<file path="src/rtl/uart_io_sched.sv">
// rtl/uart_io_sched.sv - byte scheduler between core TX/RX FIFOs and the single-op UART bridge
// Optional read-ahead of RX bytes enabled by defining UART_RX_PREFETCH_EN.
module uart_io_sched #(
    parameter int TX_AW = 3,
    parameter int RX_AW = 3
) (
    input  logic             clk,
    input  logic             rstn,
    input  logic [7:0]       tx_data,
    input  logic             tx_valid,
    output logic             tx_ready,
    output logic [7:0]       rx_data,
    output logic             rx_valid,
    input  logic             rx_ready,
    output logic [TX_AW:0]   tx_level,
    output logic [RX_AW:0]   rx_level,
    output logic             busy,
    output logic [7:0]       br_output,
    output logic             br_outready,
    input  logic             br_outvalid,
    output logic             br_inready,
    input  logic [7:0]       br_input,
    input  logic             br_invalid
);

    localparam logic [TX_AW:0] TX_FULL = (TX_AW+1)'(1 << TX_AW);
    localparam logic [RX_AW:0] RX_FULL = (RX_AW+1)'(1 << RX_AW);

    typedef enum logic [1:0] {S_IDLE, S_TX, S_RX} state_t;
    state_t state;

    logic [7:0]       tx_mem [1 << TX_AW];
    logic [7:0]       rx_mem [1 << RX_AW];
    logic [TX_AW-1:0] tx_wr_ptr, tx_rd_ptr;
    logic [RX_AW-1:0] rx_wr_ptr, rx_rd_ptr;

    logic tx_push, tx_pop, rx_push, rx_pop, rd_ok;

    assign tx_ready = (tx_level != TX_FULL);
    assign rx_valid = (rx_level != '0);
    assign rx_data  = rx_mem[rx_rd_ptr];

    assign tx_push = tx_valid & tx_ready;
    assign tx_pop  = (state == S_TX) & br_outvalid & (tx_level != '0);
    assign rx_push = (state == S_RX) & br_invalid & (rx_level != RX_FULL);
    assign rx_pop  = rx_valid & rx_ready;

`ifdef UART_RX_PREFETCH_EN
    assign rd_ok = (rx_level != RX_FULL);
`else
    assign rd_ok = rx_ready & (rx_level == '0);
`endif

    // Requests drop in the done cycle so the bridge never sees a stale request.
    assign busy        = (state != S_IDLE);
    assign br_outready = (state == S_TX) & ~br_outvalid;
    assign br_inready  = (state == S_RX) & ~br_invalid;
    assign br_output   = (state == S_TX) ? tx_mem[tx_rd_ptr] : 8'h00;

    always_ff @(posedge clk) begin
        if (tx_push) tx_mem[tx_wr_ptr] <= tx_data;
        if (rx_push) rx_mem[rx_wr_ptr] <= br_input;
    end

    always_ff @(posedge clk or negedge rstn) begin
        if (!rstn) begin
            tx_wr_ptr <= '0;
            tx_rd_ptr <= '0;
            tx_level  <= '0;
            rx_wr_ptr <= '0;
            rx_rd_ptr <= '0;
            rx_level  <= '0;
        end else begin
            if (tx_push) tx_wr_ptr <= tx_wr_ptr + 1'b1;
            if (tx_pop)  tx_rd_ptr <= tx_rd_ptr + 1'b1;
            if (tx_push && !tx_pop)      tx_level <= tx_level + 1'b1;
            else if (!tx_push && tx_pop) tx_level <= tx_level - 1'b1;
            if (rx_push) rx_wr_ptr <= rx_wr_ptr + 1'b1;
            if (rx_pop)  rx_rd_ptr <= rx_rd_ptr + 1'b1;
            if (rx_push && !rx_pop)      rx_level <= rx_level + 1'b1;
            else if (!rx_push && rx_pop) rx_level <= rx_level - 1'b1;
        end
    end

    // Every op returns through S_IDLE, which guarantees a low-request gap cycle.
    always_ff @(posedge clk or negedge rstn) begin
        if (!rstn) begin
            state <= S_IDLE;
        end else begin
            case (state)
                S_IDLE: begin
                    if (tx_level != '0) state <= S_TX;
                    else if (rd_ok)     state <= S_RX;
                end
                S_TX:    if (br_outvalid) state <= S_IDLE;
                S_RX:    if (br_invalid)  state <= S_IDLE;
                default: state <= S_IDLE;
            endcase
        end
    end

endmodule

</file>
<file path="config.mk">
export PLATFORM = sky130hd
export DESIGN_NAME = uart_io_sched
export DESIGN_NICKNAME = d
export VERILOG_FILES = /design/src/rtl/uart_io_sched.sv
export SDC_FILE = /design/constraint.sdc
export NUM_CORES = 1
export LEC_CHECK = 0
export CAP_MARGIN = 10
export CORE_MARGIN = 1
export CORE_UTILIZATION = 58
export CTS_CLUSTER_SIZE = 16
export DETAILED_ROUTE_END_ITERATION = 12
export HOLD_SLACK_MARGIN = 0.12
export PLACE_DENSITY = 0.81
export SLEW_MARGIN = 20
export SYNTH_ARGS = -nofsm -noshare
export SYNTH_HDL_FRONTEND = slang
export SYNTH_SLANG_ARGS = --single-unit
</file>
<file path="constraint.sdc">
create_clock -name clk -period 3.15 [get_ports clk]
set_clock_uncertainty 0.1 [all_clocks]
set_input_delay 0.63 -clock clk [delete_from_list [all_inputs] [get_ports clk]]
set_output_delay 0.63 -clock clk [all_outputs]
set_load 0.01 [all_outputs]
</file>
==> metrics.csv <==
metric,value,unit
routedWlPerCell,23.1,um
vias_per_cell,6.11,
yosys-top-cells-area,"edfxtp_1 (61%), dfrtp_1 (8.8%), mux4_1 (6.7%)",
ys_top_cells_by_count,"edfxtp_1 (128), dfrtp_1 (22), mux4_1 (16), mux4_2 (16), mux2_2 (14)",
rrSetupSlack,0.14,ns
coreArea,10400,sq um
relSlewSlack,67.8,%
yosys.area.top_type_share,61.4,%
crit_path_start_kind,register,
syn_nets,357,
hold_path_class,primary input to asynchronous set/reset pin,
cts.sinks,150,
grt_overflow,0,
synthArstFlopShare,14.7,%
die_w,106,um
rsz0062_at_grt,no,
nets,439,
h-tree-depth,4,
p_sw,2.04,mW
cts_root_buf,clkbuf_8,
initialDrtViolationCount,152,
cp.required,2.42,ns
yosysWarningCount,0,
pre_cts_slack,0.135,ns
power_density,892,nW/um^2
routabilityCongestion,0.745,
clk_latency,0.52,ns
peakVddDrop,618,uV
switching_share,29.9,%
rows,37,
path_class,register to primary output,
arrival,2.35,ns
crit_fanout,8,
cts_hold_buf,0,
grt_pass1_wl,19.3,mm
timing.rr.end,tx_level[3],
tightest_slew,0.483,ns
timing.rr.start,tx_level[0],
hold_viol,0,
grt_use_total,24.6,%
die-area,11200,sq um
portBuffers,50,
grt_pass1_vias,3496,
netlist_area,6260,sq um
ant_nets,0,
dr.pass1.iters,4,
antenna_cells,0,
clkPwrFrac,28.2,%
area.growth.synth_to_final,22.2,%
wirelength,12.8,mm
synth_edf_count,128,
initial_utilization,60.1,%
syn_inst,323,
cts_tree,yes,
ys_seq_area_share,70.2,%
yosys.area.top_type,edfxtp_1,
drc,0,
synthFlopType,edfxtp_1,
fin_tns_setup,0,ns
die_y,106,um
setup_viol,0,
yosysUniqueCellTypes,44,
dp_hpwl,7.28,mm
worst_slack,0.0701,ns
io_pins,51,
p_seq_share,40.3,%
num_vias,3384,
clockBufferDepth,2,
power.leakage,2.70,nW
layout-drive-gt1-share,23.2,%
reg2reg_depth,9,
grt_max_degree,23,
critPathCaptureType,primary output,
ys_seq_elements,150,
fmax,325,MHz
antenna_found_initial,0,
min_period_over_period,97.8,%
combPwrFrac,31.5,%
cts_buffers,17,
outcome,completed,
final_max_slew_viol_count,0,
path_clk_slew,0.06,ns
synth.most_common_cell,edfxtp_1,
p_int,4.78,mW
syn_area_per_cell,19.4,sq um
maxCapViolCount,0,
final_cells,554,
layout_min_cycle_time,3.08,ns
dp.cells,516,
layout by cell type (no fill, tap or decap), types with 3 or more instances in the layout:
| cell | count |
|---|---|
| edfxtp_1 | 128 |
| clkdlybuf4s50_1 | 39 |
| buf_4 | 24 |
| dfrtp_1 | 19 |
| clkbuf_16 | 17 |
| mux4_1 | 16 |
| mux4_2 | 16 |
| mux2_2 | 14 |
| xnor2_1 | 11 |
| ha_1 | 10 |
| dlygate4sd2_1 | 10 |
| nor2_1 | 9 |
| a22o_1 | 8 |
| nand3_1 | 8 |
| nor3_1 | 8 |
| nand2_1 | 7 |
| inv_1 | 5 |
| a21oi_1 | 4 |
| o211ai_1 | 4 |
| clkinvlp_4 | 4 |
| nand2b_1 | 3 |
| nor2b_1 | 3 |
| dfrtp_2 | 3 |
per-layer routing:
metal	vias to the layer above	GRT usage (%)	share of wire, %
met3	20	7.73	5.8
li1	1499	-	-
met1	1736	27.7	37
met4	0	9.23	1.9
met5	-	0	0
met2	129	43.7	55
flip-flops by register name, indices dropped and copies added, names as in the netlist:
name       count
rx_mem        64
tx_mem        64
rx_level       4
tx_level       4
rx_rd_ptr      3
rx_wr_ptr      3
tx_rd_ptr      3
tx_wr_ptr      3
state          2
final cells by class:
class / instances / area, sq um
multi-input combinational: 154 / 1760
inverter: 5 / 18.8
clock buffer: 17 / 414
sequential: 150 / 4400
timing repair buffer: 77 / 736
clock inverter: 15 / 154
fill: 628 / 2770
tap: 136 / 170
worst max-delay path by stage:
stage | from | slack (ns) | endpoint | cells past startpoint
2_1_floorplan | tx_level[0] | 0.33 | tx_level[3] | 10
4_1_cts | tx_rd_ptr[0] | 0.01 | br_output[0] | 4
3_5_place_dp | tx_valid | 0.13 | tx_level[3] | 9
6_report | tx_rd_ptr[0] | 0.07 | br_output[4] | 5
3_3_place_gp | br_invalid | 0.24 | rx_level[3] | 9
5_1_grt | tx_rd_ptr[0] | 0.005 | br_output[7] | 4
critical path, stage by stage, from the launching register on:
cell and delay, ns:
dfrtp_2 0.42, clkbuf_16 0.18, buf_4 0.13, mux4_2 0.56, a22o_1 0.25, dlygate4sd2_1 0.28
kinds of logic after synthesis:
kind of cell               after synthesis  share of synthesized area (%)
AOI/OAI and AO/OA                       22                           2.70
buffers and inverters                   19                           1.76
and+or+nand+nor                         60                           5.75
xor gates and xnor gates                12                           1.68
adders and majority gates               12                           2.64
DFF                                    150                           70.2
muxes                                   48                           15.3
power by group through the flow:
stage	clock (mW)	combinational, mW	sequential, mW
2_1_floorplan	0	1.44	2.61
3_3_place_gp	0	2.06	2.74
3_5_place_dp	0	2.14	2.76
4_1_cts	1.95	2.11	2.73
5_1_grt	2.03	2.32	2.79
6_report	1.92	2.15	2.75
per-stage QoR:
stage | hold WS (ns) | util (%) | total power, mW | cell area (sq um)
5_1_grt | 0.369 | 73.4 | 7.14 | 7650
2_1_floorplan | 0.234 | - | 4.05 | 6260
3_3_place_gp | 0.373 | 67.4 | 4.81 | 7020
6_report | 0.363 | 73.4 | 6.82 | 7650
4_1_cts | 0.360 | 72.9 | 6.79 | 7600
3_5_place_dp | 0.377 | 67.4 | 4.90 | 7020
timing repair:
item	in CTS	in global routing
gates resized for setup	13	2
endpoints found under the hold margin	0	0
gates cloned	0	1
buffers inserted	2	3
setup endpoints to repair	16	6
(Power assumes the default switching activity.)
